===== src/rtl/vga_timing_driver.sv =====
// 640x480@60 VGA timing: free-running h/v counters decoded into syncs, pixel requests and blanked RGB.
// Request-to-RGB latency is one cycle (absorbs the generator's output register); no backpressure.
module vga_timing_driver #(
  parameter int H_SYNC  = 96,
  parameter int H_BACK  = 48,
  parameter int H_DISP  = 640,
  parameter int H_FRONT = 16,
  parameter int H_TOTAL = H_SYNC + H_BACK + H_DISP + H_FRONT,
  parameter int V_SYNC  = 2,
  parameter int V_BACK  = 33,
  parameter int V_DISP  = 480,
  parameter int V_FRONT = 10,
  parameter int V_TOTAL = V_SYNC + V_BACK + V_DISP + V_FRONT
) (
  input  logic        vga_clk,
  input  logic        sys_rst_n,
  input  logic [15:0] pixel_data,
  output logic [9:0]  pixel_xpos,
  output logic [9:0]  pixel_ypos,
  output logic        vga_hs,
  output logic        vga_vs,
  output logic [15:0] vga_rgb,
  output logic        frame_start
);

  localparam logic [9:0] LP_H_LAST    = 10'(H_TOTAL - 1);
  localparam logic [9:0] LP_V_LAST    = 10'(V_TOTAL - 1);
  localparam logic [9:0] LP_H_SYNC    = 10'(H_SYNC);
  localparam logic [9:0] LP_V_SYNC    = 10'(V_SYNC);
  localparam logic [9:0] LP_HA        = 10'(H_SYNC + H_BACK);
  localparam logic [9:0] LP_HA_END    = 10'(H_SYNC + H_BACK + H_DISP);
  localparam logic [9:0] LP_HREQ      = 10'(H_SYNC + H_BACK - 1);
  localparam logic [9:0] LP_HREQ_END  = 10'(H_SYNC + H_BACK + H_DISP - 1);
  localparam logic [9:0] LP_VA        = 10'(V_SYNC + V_BACK);
  localparam logic [9:0] LP_VA_END    = 10'(V_SYNC + V_BACK + V_DISP);

  logic [9:0] r_cnt_h;
  logic [9:0] r_cnt_v;
  logic       r_frame_start;

  logic       w_h_last;
  logic       w_v_last;
  logic       w_v_act;
  logic       w_vga_en;
  logic       w_data_req;

  assign w_h_last = (r_cnt_h == LP_H_LAST);
  assign w_v_last = (r_cnt_v == LP_V_LAST);

  always_ff @(posedge vga_clk or negedge sys_rst_n) begin
    if (!sys_rst_n) begin
      r_cnt_h       <= '0;
      r_cnt_v       <= '0;
      r_frame_start <= 1'b0;
    end else begin
      r_cnt_h <= w_h_last ? '0 : r_cnt_h + 10'd1;
      if (w_h_last) begin
        r_cnt_v <= w_v_last ? '0 : r_cnt_v + 10'd1;
      end
      // Only a wrap out of the last pixel of a frame pulses, so the frame after reset is silent.
      r_frame_start <= w_h_last && w_v_last;
    end
  end

  assign w_v_act    = (r_cnt_v >= LP_VA) && (r_cnt_v < LP_VA_END);
  assign w_vga_en   = w_v_act && (r_cnt_h >= LP_HA) && (r_cnt_h < LP_HA_END);
  // Requests lead the display window by one cycle to cover the generator's register.
  assign w_data_req = w_v_act && (r_cnt_h >= LP_HREQ) && (r_cnt_h < LP_HREQ_END);

  assign vga_hs      = (r_cnt_h >= LP_H_SYNC);
  assign vga_vs      = (r_cnt_v >= LP_V_SYNC);
  assign pixel_xpos  = w_data_req ? (r_cnt_h - LP_HREQ) : '0;
  assign pixel_ypos  = w_data_req ? (r_cnt_v - LP_VA) : '0;
  assign vga_rgb     = w_vga_en ? pixel_data : 16'h0000;
  assign frame_start = r_frame_start;

endmodule


===== config.mk =====
export PLATFORM = sky130hd
export DESIGN_NAME = vga_timing_driver
export DESIGN_NICKNAME = d
export VERILOG_FILES = /design/src/rtl/vga_timing_driver.sv
export SDC_FILE = /design/constraint.sdc
export NUM_CORES = 1
export LEC_CHECK = 0
export ABC_AREA = 1
export BUFFER_PORTS_ARGS = -buffer_cell sky130_fd_sc_hd__buf_2
export CAP_MARGIN = 30
export CORE_ASPECT_RATIO = 1.2
export CORE_UTILIZATION = 55
export CTS_CLUSTER_DIAMETER = 50
export DETAILED_ROUTE_END_ITERATION = 6
export GPL_TIMING_DRIVEN = 0
export PLACE_DENSITY = 0.86
export SLEW_MARGIN = 0
export SYNTH_ARGS = -nofsm -noshare
export SYNTH_HDL_FRONTEND = slang
export SYNTH_SLANG_ARGS = --single-unit

===== constraint.sdc =====
create_clock -name vga_clk -period 4 [get_ports vga_clk]
set_input_delay 0.2 -clock vga_clk [delete_from_list [all_inputs] [get_ports vga_clk]]
set_output_delay 0.2 -clock vga_clk [all_outputs]
set_load 0.01 [all_outputs]

==> flow_summary.toml <==
[hold_path]
hp-class = "primary input to asynchronous set/reset pin"

[placement]
placed_area_sq_um = 2150
placement.io_buffers = 56
post-dp-hpwl_mm = 3.31
gp_congestion = 0.928

[yosys]
yosys_warnings = 0
async_flop_share_pct = 100
synthTopCellsByArea = "dfrtp_1 29%, nor2_1 13%, nand2_1 13%"
ys_top_cells_by_count = "64 x nor2_1, 61 x nand2_1, 48 x inv_1"
netlist.area_leader.share_pct = 28.7
synth-edff-count = 0
seq_area_frac_synth_pct = 28.7
postSynthAreaPerCell_sq_um = 6.41
ys_ff_latch = 21
ys_types = 23
yosysMostFrequentCell = "nor2_1"
yosysTopAreaCell = "dfrtp_1"
ys.flop_type = "dfrtp_1"
syn-cell-area_sq_um = 1830
synth_fp_nets = 308
postSynthCellCount = 285

[detailed_routing]
drt_iter0_drc = 55
drcViolationCount = 0
vias_per_cell = 5.00
avgRoutedWirePerCell_um = 10.8
vias = 1910
wl_mm = 4.12
postRouteAntennaNets = 0
firstDrtPassIters = 4

[sta]
setup_tns_ns = 0
hold-worst-slack_ns = 0.362
worstMarginPinSlew_ns = 0.470
hold_viol_final = 0
finalCritPeriodShare_pct = 56.3
rsz0062_at_grt = "no"
timing.fmax_ghz = 0.444
finClkSkew_ns = 0.00810
drv_slew = 0
max_slew_margin_pct = 68.6
fin_crit_ns = 2.25
setup_violations = 0

[floorplanning]
initial_core_util_pct = 58.8
die_x_um = 54.6
core-area_sq_um = 3110
num_io_pins = 57
core.rowCount = 22
chipHeight_um = 65.2
die_area_sq_um = 3560

[global_route]
antenna_found_initial = 0
grt_overflow = 0
grt_max_degree = 22
grt_use_met3_pct = 3.24
grtUsageMet2_pct = 45.5
grtUsageTotal_pct = 26.2
grt_pass1_vias = 1658
grt_pass1_wl_mm = 6.87
busiest_layer = "met2"
grtUsageMet1_pct = 31.1

[finish]
n_fill_cell = 309
diodes = 0
nets = 370
drive_gt1_share_pct = 24.0
final_area_sq_um = 2190
area_delta_synth_final_pct = 19.8

[clock_network]
clkLatencyLatePin_ns = 0.31
cts.sinks = 21
numCtsBuffers = 3
clk_pin_slew_ns = 0.12
clockBufferDepth = 2
tritoncts = "done"
htree_levels = 1
ctsResizeCount = 0
root_buffer = "clkbuf_4"
post-cts-setup-buffers = 0

[critical_path]
required_ns = 3.80
path_class = "flip-flop to output pin"
crit_fanout = 10
worst_ep_arrival_time_ns = 2.05
cp-start-kind = "flip-flop"
endpoint_kind = "output pin"

[pwr]
leakagePower_nw = 1.40
ir_drop_v = 0.000195
p_per_area_nw_per_um2 = 153

[outcome]
status = "complete, no violations"

[job]
maxCapViolations = 0
cells by family (layout without fill, tap and decap cells):
| kind of cell | count (synthesis) | after routing | share of synthesized area (%) |
|---|---|---|---|
| buffers and inverters | 55 | 116 | 14.1 |
| xor gates and xnor gates | 14 | 14 | 6.71 |
| DFF | 21 | 21 | 28.7 |
| AOI/OAI and AO/OA | 13 | 13 | 3.70 |
| adders and majority gates | 5 | 5 | 3.42 |
| and+or+nand+nor | 177 | 177 | 43.3 |
cells in the final DEF (no fill, tap or decap):
cell and n:
a21oi_1 4, buf_12 1, buf_2 57, buf_4 1, buf_6 4, clkbuf_4 3
clkinv_2 1, dfrtp_1 21, dlygate4sd3_1 1, ha_1 5, inv_1 48, nand2_1 61
nand2_2 1, nand2_4 1, nand3_1 23, nand3_2 1, nand3b_1 1, nand4_1 6
nor2_1 64, nor2_2 8, nor2_4 4, nor3_1 6, nor3_2 1, o211ai_1 1
o21ai_0 8, xor2_1 14
final timing paths:
check                                start             to  slack [ns]  cells after the start
min in group vga_clk            r_cnt_h[0]     r_cnt_h[0]        0.55                      1
worst max register to register  r_cnt_h[0]     r_cnt_v[0]        2.26                      7
worst max-delay path            r_cnt_v[0]  pixel_xpos[4]        1.75                     10
worst min register to register  r_cnt_h[0]     r_cnt_h[0]        0.55                      1
max in group asynchronous        sys_rst_n     r_cnt_v[1]        3.32                      2
worst min-delay path             sys_rst_n     r_cnt_h[4]        0.36                      2
cell type report:
cell class / instances / area (sq um) / area share, %
Buffer: 7 / 77.6 / 3.54
Clock buffer: 3 / 22.5 / 1.03
Clock inverter: 1 / 5.00 / 0.228
Inverter: 48 / 180 / 8.22
Multi-Input combinational cell: 209 / 1040 / 47.7
Sequential cell: 21 / 526 / 24.0
Tap cell: 36 / 45.0 / 2.06
Timing Repair Buffer: 57 / 290 / 13.2
power by group:
part | internal (mW) | switching (mW) | leakage [nW]
clock network | 0.0374 | 0.0677 | 0.0177
logic | 0.00765 | 0.00912 | 1.10
registers | 0.212 | 0 | 0.279
routing by layer:
metal	routed length (um)	share of wire, %	up-vias
li1	-	-	989
met1	1720	42	858
met2	2100	51	54
met3	207	5.0	9
met4	84	2.0	0
met5	0	0	-
per-stage QoR:
step	util, %	cells	worst slack (ns)	power [mW]
3_5_place_dp	69.2	377	2.11	0.233
3_3_place_gp	69.2	377	2.15	0.232
6_report	70.4	382	1.75	0.334
4_1_cts	70.4	382	1.75	0.337
5_1_grt	70.4	382	1.57	0.346
2_1_floorplan	-	285	2.34	0.221
timing repair:
action / in CTS / in global routing
setup endpoints to repair: 0 / 0
hold buffers: 1 / 0
endpoints found under the hold margin: 21 / 0
worst max-delay path, stage by stage, from the launching register on:
cell     delay [ns]
dfrtp_1        0.47
ha_1           0.26
inv_1          0.11
nand3_2        0.11
nor2_1         0.12
nor2_1         0.07
nor2_4         0.14
nand2_2        0.08
buf_6          0.15
nor2_1         0.09
buf_2          0.13
registers in the layout (all words and copies together), names as in the netlist:
name	cells
frame_start	1
r_cnt_h	10
r_cnt_v	10
No activity file was read; power rests on OpenSTA's default activity.
